[config.mk]
export PLATFORM = sky130hd
export DESIGN_NAME = i2c_register_pointer_flat
export DESIGN_NICKNAME = d
export VERILOG_FILES = /design/src/rtl/i2c_pkg.sv /design/src/rtl/i2c_register_pointer_if.sv /design/src/rtl/i2c_ptr_assembler.sv /design/src/rtl/i2c_register_pointer.sv /design/src/flat_wrapper.sv
export SDC_FILE = /design/constraint.sdc
export NUM_CORES = 1
export LEC_CHECK = 0
export ABC_CLOCK_PERIOD_IN_PS = 1600
export CORE_MARGIN = 1.5
export CORE_UTILIZATION = 34
export CTS_BUF_LIST = sky130_fd_sc_hd__clkbuf_16
export CTS_CLUSTER_DIAMETER = 40
export CTS_CLUSTER_SIZE = 40
export DETAILED_ROUTE_END_ITERATION = 6
export HOLD_SLACK_MARGIN = 0.12
export PLACE_DENSITY = 0.65
export SLEW_MARGIN = 10
export SYNTH_ARGS = -nofsm -noshare
export SYNTH_HDL_FRONTEND = slang
export SYNTH_SLANG_ARGS = --single-unit
[constraint.sdc]
create_clock -name clk -period 1.6 [get_ports clk]
set_input_delay 0.32 -clock clk [delete_from_list [all_inputs] [get_ports clk]]
set_output_delay 0.32 -clock clk [all_outputs]
set_load 0.005 [all_outputs]
[src/rtl/i2c_pkg.sv]
// Shared types and constants for the I2C register-pointer engine and its
// pointer assembler.
package i2c_pkg;

    localparam int BYTE_W = 8;

    typedef enum logic [1:0] {
        IDLE  = 2'd0,
        PTR   = 2'd1,
        WDATA = 2'd2,
        RDATA = 2'd3
    } state_t;

    // Number of pointer bytes needed to carry an addr_w-bit pointer.
    function automatic int ptr_bytes(input int addr_w);
        return (addr_w + BYTE_W - 1) / BYTE_W;
    endfunction

endpackage

[src/rtl/i2c_register_pointer_if.sv]
// Byte-level link between the I2C bit engine (master side) and the
// register-pointer engine (slave side), including the memory-facing outputs.
interface i2c_register_pointer_if
    import i2c_pkg::*;
#(
    parameter int ADDR_W = 7
);

    logic              dev_sel;
    logic              dev_rw;
    logic              stop_det;
    logic              rx_valid;
    logic [BYTE_W-1:0] rx_byte;
    logic              tx_done;

    logic [ADDR_W-1:0] mem_address;
    logic              mem_read_bit;
    logic              mem_write_bit;
    logic              wr_en;
    logic [BYTE_W-1:0] wr_data;
    logic              range_err;

    modport master (
        output dev_sel, dev_rw, stop_det, rx_valid, rx_byte, tx_done,
        input  mem_address, mem_read_bit, mem_write_bit, wr_en, wr_data, range_err
    );

    modport slave (
        input  dev_sel, dev_rw, stop_det, rx_valid, rx_byte, tx_done,
        output mem_address, mem_read_bit, mem_write_bit, wr_en, wr_data, range_err
    );

endinterface

[src/rtl/i2c_ptr_assembler.sv]
// Collects the MSB-first pointer bytes of a write transaction and presents the
// assembled value, masked to ADDR_W bits, together with the final byte.
module i2c_ptr_assembler
    import i2c_pkg::*;
#(
    parameter int ADDR_W = 7
)(
    input  logic              clk,
    input  logic              rst,
    input  logic              clr,
    input  logic              rx_valid,
    input  logic [BYTE_W-1:0] rx_byte,
    output logic              done,
    output logic [15:0]       value
);

    localparam int NB = ptr_bytes(ADDR_W);

    logic [BYTE_W-1:0] stage_reg, stage_next;
    logic              idx_reg, idx_next;
    logic              last_byte;
    logic [15:0]       assembled;

    assign last_byte = (NB == 1) || idx_reg;
    assign done      = rx_valid && !clr && last_byte;

    // The incoming byte completes the value combinationally so the pointer can
    // be loaded on the same edge that accepts the final byte.
    assign assembled = (NB == 1) ? {8'h00, rx_byte} : {stage_reg, rx_byte};

    generate
        for (genvar gi = 0; gi < 16; gi++) begin : g_mask
            if (gi < ADDR_W) begin : g_keep
                assign value[gi] = assembled[gi];
            end else begin : g_drop
                assign value[gi] = 1'b0;
            end
        end
    endgenerate

    always_comb begin
        stage_next = stage_reg;
        idx_next   = idx_reg;
        if (clr) begin
            stage_next = '0;
            idx_next   = 1'b0;
        end else if (rx_valid) begin
            stage_next = rx_byte;
            idx_next   = !last_byte;
        end
    end

    always_ff @(posedge clk) begin
        if (rst) begin
            stage_reg <= '0;
            idx_reg   <= 1'b0;
        end else begin
            stage_reg <= stage_next;
            idx_reg   <= idx_next;
        end
    end

endmodule

[src/rtl/i2c_register_pointer.sv]
// Register-pointer engine: tracks transaction direction, loads the pointer,
// issues write strobes and auto-increments with wrap or saturate.
module i2c_register_pointer
    import i2c_pkg::*;
#(
    parameter int ADDR_W = 7,
    parameter int DEPTH  = 128,
    parameter int WRAP   = 1
)(
    input  logic                  clk,
    input  logic                  rst,
    i2c_register_pointer_if.slave bus
);

    localparam logic [31:0] DEPTH_W  = 32'(DEPTH);
    localparam logic [31:0] DEPTH_M1 = 32'(DEPTH - 1);

    state_t            state_reg, state_next;
    logic [ADDR_W-1:0] addr_reg, addr_next;
    logic              rd_bit_reg, rd_bit_next;
    logic              wr_bit_reg, wr_bit_next;
    logic              wr_en_reg, wr_en_next;
    logic [BYTE_W-1:0] wr_data_reg, wr_data_next;
    logic              err_reg, err_next;

    logic              asm_clr;
    logic              asm_rx;
    logic              ptr_done;
    logic [15:0]       ptr_value;
    logic              rd_step;
    logic              adv;
    logic              at_last;
    logic              sat;
    logic              err_now;

    assign asm_clr = bus.dev_sel || bus.stop_det;
    assign asm_rx  = bus.rx_valid && (state_reg == PTR);

    i2c_ptr_assembler #(
        .ADDR_W (ADDR_W)
    ) u_asm (
        .clk      (clk),
        .rst      (rst),
        .clr      (asm_clr),
        .rx_valid (asm_rx),
        .rx_byte  (bus.rx_byte),
        .done     (ptr_done),
        .value    (ptr_value)
    );

    // A write advances on the edge closing its strobe cycle; a read advances
    // on the edge that accepts tx_done.
    assign rd_step = (state_reg == RDATA) && bus.tx_done && !err_reg
                     && !bus.dev_sel && !bus.stop_det;
    assign adv     = wr_en_reg || rd_step;
    assign at_last = 32'(addr_reg) >= DEPTH_M1;
    assign sat     = adv && at_last && (WRAP == 0);
    // A byte arriving in the very cycle the pointer saturates must be dropped.
    assign err_now = err_reg || sat;

    always_comb begin
        state_next   = state_reg;
        addr_next    = addr_reg;
        rd_bit_next  = rd_bit_reg;
        wr_bit_next  = wr_bit_reg;
        wr_en_next   = 1'b0;
        wr_data_next = wr_data_reg;
        err_next     = err_reg;

        if (adv) begin
            if (!at_last) begin
                addr_next = addr_reg + 1'b1;
            end else if (WRAP != 0) begin
                addr_next = '0;
            end else begin
                err_next = 1'b1;
            end
        end

        if (bus.dev_sel) begin
            state_next  = bus.dev_rw ? RDATA : PTR;
            rd_bit_next = bus.dev_rw;
            wr_bit_next = !bus.dev_rw;
            err_next    = 1'b0;
        end else if (bus.stop_det) begin
            state_next  = IDLE;
            rd_bit_next = 1'b0;
            wr_bit_next = 1'b0;
        end else begin
            case (state_reg)
                PTR: begin
                    if (ptr_done) begin
                        if ({16'h0000, ptr_value} < DEPTH_W) begin
                            addr_next = ptr_value[ADDR_W-1:0];
                        end else begin
                            err_next = 1'b1;
                        end
                        state_next = WDATA;
                    end
                end
                WDATA: begin
                    if (bus.rx_valid && !err_now) begin
                        wr_en_next   = 1'b1;
                        wr_data_next = bus.rx_byte;
                    end
                end
                default: ;
            endcase
        end
    end

    always_ff @(posedge clk) begin
        if (rst) begin
            state_reg   <= IDLE;
            addr_reg    <= '0;
            rd_bit_reg  <= 1'b0;
            wr_bit_reg  <= 1'b0;
            wr_en_reg   <= 1'b0;
            wr_data_reg <= '0;
            err_reg     <= 1'b0;
        end else begin
            state_reg   <= state_next;
            addr_reg    <= addr_next;
            rd_bit_reg  <= rd_bit_next;
            wr_bit_reg  <= wr_bit_next;
            wr_en_reg   <= wr_en_next;
            wr_data_reg <= wr_data_next;
            err_reg     <= err_next;
        end
    end

    assign bus.mem_address   = addr_reg;
    assign bus.mem_read_bit  = rd_bit_reg;
    assign bus.mem_write_bit = wr_bit_reg;
    assign bus.wr_en         = wr_en_reg;
    assign bus.wr_data       = wr_data_reg;
    assign bus.range_err     = err_reg;

endmodule

[src/flat_wrapper.sv]
// flat-port wrapper written by rule: the top's interface ports become plain ports
module i2c_register_pointer_flat import i2c_pkg::*;
#(
    parameter int ADDR_W = 7,
    parameter int DEPTH  = 128,
    parameter int WRAP   = 1
)
  (clk, rst, bus_dev_sel, bus_dev_rw, bus_stop_det, bus_rx_valid, bus_rx_byte, bus_tx_done, bus_mem_address, bus_mem_read_bit, bus_mem_write_bit, bus_wr_en, bus_wr_data, bus_range_err);
  i2c_register_pointer_if #(.ADDR_W(ADDR_W)) bus_i ();
  input  logic clk;
  input  logic rst;
  input wire logic [$bits(bus_i.dev_sel)-1:0] bus_dev_sel;
  input wire logic [$bits(bus_i.dev_rw)-1:0] bus_dev_rw;
  input wire logic [$bits(bus_i.stop_det)-1:0] bus_stop_det;
  input wire logic [$bits(bus_i.rx_valid)-1:0] bus_rx_valid;
  input wire logic [$bits(bus_i.rx_byte)-1:0] bus_rx_byte;
  input wire logic [$bits(bus_i.tx_done)-1:0] bus_tx_done;
  output wire logic [$bits(bus_i.mem_address)-1:0] bus_mem_address;
  output wire logic [$bits(bus_i.mem_read_bit)-1:0] bus_mem_read_bit;
  output wire logic [$bits(bus_i.mem_write_bit)-1:0] bus_mem_write_bit;
  output wire logic [$bits(bus_i.wr_en)-1:0] bus_wr_en;
  output wire logic [$bits(bus_i.wr_data)-1:0] bus_wr_data;
  output wire logic [$bits(bus_i.range_err)-1:0] bus_range_err;
  assign bus_i.dev_sel = bus_dev_sel;
  assign bus_i.dev_rw = bus_dev_rw;
  assign bus_i.stop_det = bus_stop_det;
  assign bus_i.rx_valid = bus_rx_valid;
  assign bus_i.rx_byte = bus_rx_byte;
  assign bus_i.tx_done = bus_tx_done;
  assign bus_mem_address = bus_i.mem_address;
  assign bus_mem_read_bit = bus_i.mem_read_bit;
  assign bus_mem_write_bit = bus_i.mem_write_bit;
  assign bus_wr_en = bus_i.wr_en;
  assign bus_wr_data = bus_i.wr_data;
  assign bus_range_err = bus_i.range_err;
  i2c_register_pointer #(.ADDR_W(ADDR_W), .DEPTH(DEPTH), .WRAP(WRAP)) u_core (.clk(clk), .rst(rst), .bus(bus_i));
endmodule
==> flow_summary.yaml <==
clock_network:
  clk_latency_ps: 250
  h-tree-depth: 1
  cts_buffers: 3
  clk_path_buf_depth: 2
  clkSlewWorstSetupHoldPaths_ps: 60
  clock_sinks: 20
  cts_tree: "yes"
  cts-hold-fix-buffers: 0
  clockRootBuffer: "clkbuf_16"
finish:
  diodes: 0
  synthToLayoutAreaGrowth_pct: 64.1
  fill_cells: 225
  largest_reg_flops: 8
  nets: 171
  drive_gt1_share_pct: 24.7
power_and_ir_drop:
  powerDensity_mw_per_mm2: 835
  ir_worst_vdd_uv: 754
  p_leak_nw: 0.674
synthesis:
  avgSynthCellArea_sq_um: 9.31
  yosysSeqAreaShare_pct: 41.0
  synth_top_cells_by_area: "dfxtp_1, mux2i_1, nor2_1"
  synth_top_area_share_pct: 41.0
  synthCells: 105
  ys_ff_latch: 20
  netlist_area_sq_um: 977
  yosysMostFrequentCell: "dfxtp_1"
  synth-async-reset-ratio_pct: 0
  yosys.area.top_type: "dfxtp_1"
  synth_ff_type: "dfxtp_1"
  synth-edff-count: 0
  netlist_top_cells_count: "dfxtp_1, nor2_1, mux2i_1"
  ys.warnings.count: 0
  synth_nets: 121
  ys_types: 36
drt:
  ant_nets: 0
  vias: 968
  wl_microns: 2720
  drt_iter0_drc: 18
  drc: 0
  via_per_inst: 5.23
  firstDrtPassIters: 4
  wl_per_cell_microns: 14.7
sta:
  max_freq_mhz: 645
  skew_ps: 3.22
  min_period_ps: 1550
  final_hold_viol_count: 0
  timing.final.crit_share_pct: 96.9
  worst_slack_ps: 49.3
  slew_viol_final: 0
  worst_hold_slack_ps: 503
  setup_viol: 0
worst_setup_path:
  crit_start: "u_core.bus.mem_address[1]$_SDFF_PP0_"
  endpoint: "bus_mem_address[1]"
  reg2regPathDepth: 6
  reg2reg_from: "u_core.bus.mem_address[0]$_SDFF_PP0_"
  critical_path_class: "reg -> out"
  cp-end-kind: "primary output"
  path_max_fanout: 6
  crit_arrival_ps: 1230
  rrSetupSlack_ps: 80
  required_ps: 1280
  start_kind: "flip-flop"
  timing.rr.end: "u_core.bus.mem_address[0]$_SDFF_PP0_"
global_routing:
  grt_overflow: 0
  grt_pass1_wl_microns: 4320
  grt_max_degree: 16
  grt_usage_pct: 17.6
  grt_antenna_before_repair: 0
  grt_pass1_vias: 949
worst_hold_path:
  min_path_cells: 2
  hold_class: "reg -> reg"
place:
  port_buffers: 32
  routabilityCongestion: 0.804
  pre_cts_ws_ps: -385
  post-dp-hpwl_microns: 1850
floorplanning:
  die_width_microns: 56.6
  die_y_microns: 56.6
  start_util_pct: 35.7
  fp.dieArea_sq_mm: 0.00320
  core_area_sq_mm: 0.00273
  ios: 34
  fp-row-count: 19
job:
  max-cap-violations: 0
outcome:
  status: "completed"
layout make-up:
class	count	area, sq um	share of cell area [%]
inverters	2	7.51	0.468
multi-input cells	76	571	35.6
clock inverters	1	30.0	1.87
clock buffers	3	75.1	4.68
flip-flops and latches	20	402	25.0
well taps	31	38.8	2.42
repair buffers	52	480	30.0
logic make-up after synthesis:
| logic type | count (synthesis) | share of synthesized area, % |
|---|---|---|
| multiplexers | 9 | 9.35 |
| flip-flops | 20 | 41.0 |
| XOR/XNOR | 3 | 2.69 |
| other | 1 | 0.384 |
| AND/OR/NAND/NOR | 40 | 24.1 |
| AO/OA/AOI/OAI | 22 | 16.4 |
| adder cells (fa/ha/maj) | 1 | 1.28 |
| buffers and inverters | 9 | 4.87 |
report_power, final:
group          internal, mW  total, mW  switching (mW)  leakage, nW
combinational        0.0795      0.134          0.0543        0.461
sequential            0.508      0.516         0.00829        0.163
clock                 0.496      0.690           0.193       0.0511
total                  1.08       1.34           0.256        0.674
worst max-delay path, stage by stage, from the launching register on:
cell and delay [ps]:
dfxtp_1 330, buf_4 150, clkdlybuf4s50_1 500
metal layers:
metal	global-route usage, %	up-vias	part of all wire, %
met4	9.52	0	2.2
met3	3.46	7	4.2
li1	-	483	-
met5	0	-	0
met2	29.7	25	50
met1	20.6	453	43
metrics by stage:
stage | cells | cell area [sq um] | utilization (%) | power [mW] | TNS (ps)
after global placement | 177 | 1420 | 51.8 | 0.647 | -3370
after global routing | 185 | 1600 | 58.7 | 1.36 | -7.35
after detailed placement | 177 | 1420 | 51.8 | 0.649 | -3660
final | 185 | 1600 | 58.7 | 1.34 | 0
after floorplan | 105 | 977 | - | 0.571 | 0
after CTS | 185 | 1580 | 57.6 | 1.34 | 0
worst min path at each step:
stage / from / endpoint / slack (ps)
after global placement: u_core.bus.mem_read_bit$_SDFFE_PP0P_ / u_core.bus.mem_read_bit$_SDFFE_PP0P_ / 480
after CTS: u_core.bus.wr_data[0]$_SDFFE_PP0P_ / u_core.bus.wr_data[0]$_SDFFE_PP0P_ / 510
final: u_core.bus.wr_data[3]$_SDFFE_PP0P_ / u_core.bus.wr_data[3]$_SDFFE_PP0P_ / 500
after detailed placement: u_core.bus.mem_read_bit$_SDFFE_PP0P_ / u_core.bus.mem_read_bit$_SDFFE_PP0P_ / 490
after global routing: u_core.bus.wr_data[7]$_SDFFE_PP0P_ / u_core.bus.wr_data[7]$_SDFFE_PP0P_ / 530
after floorplan: bus_rx_byte[2] / u_core.bus.mem_address[2]$_SDFF_PP0_ / 440
timing repair:
item                       in CTS  in global routing
gates cloned                    0                  0
setup buffers                   4                  0
setup endpoints to repair       6                  4
resized for setup              10                  8
pin swaps                       5                  2
layout by cell type (no fill, tap or decap), types with 2 or more instances in the layout:
| cell | netlist | final |
|---|---|---|
| a21oi_1 | 3 | 2 |
| a31oi_1 | 5 | 4 |
| buf_4 | 1 | 18 |
| buf_6 | 1 | 2 |
| clkbuf_16 | 0 | 3 |
| clkdlybuf4s50_1 | 0 | 28 |
| dfxtp_1 | 20 | 19 |
| dlygate4sd2_1 | 0 | 2 |
| dlymetal6s2s_1 | 0 | 2 |
| inv_1 | 2 | 2 |
| mux2i_1 | 8 | 8 |
| nand2_1 | 4 | 4 |
| nand2b_1 | 2 | 2 |
| nand3_1 | 2 | 2 |
| nand3b_1 | 3 | 3 |
| nand4_1 | 5 | 5 |
| nand4bb_1 | 2 | 2 |
| nor2_1 | 13 | 13 |
| nor3b_1 | 2 | 2 |
| o21ai_0 | 3 | 2 |
| o21ai_2 | 0 | 2 |
| o2bb2ai_1 | 4 | 4 |
| or3_4 | 0 | 2 |
| xnor2_1 | 3 | 3 |
(Power assumes the default switching activity.)
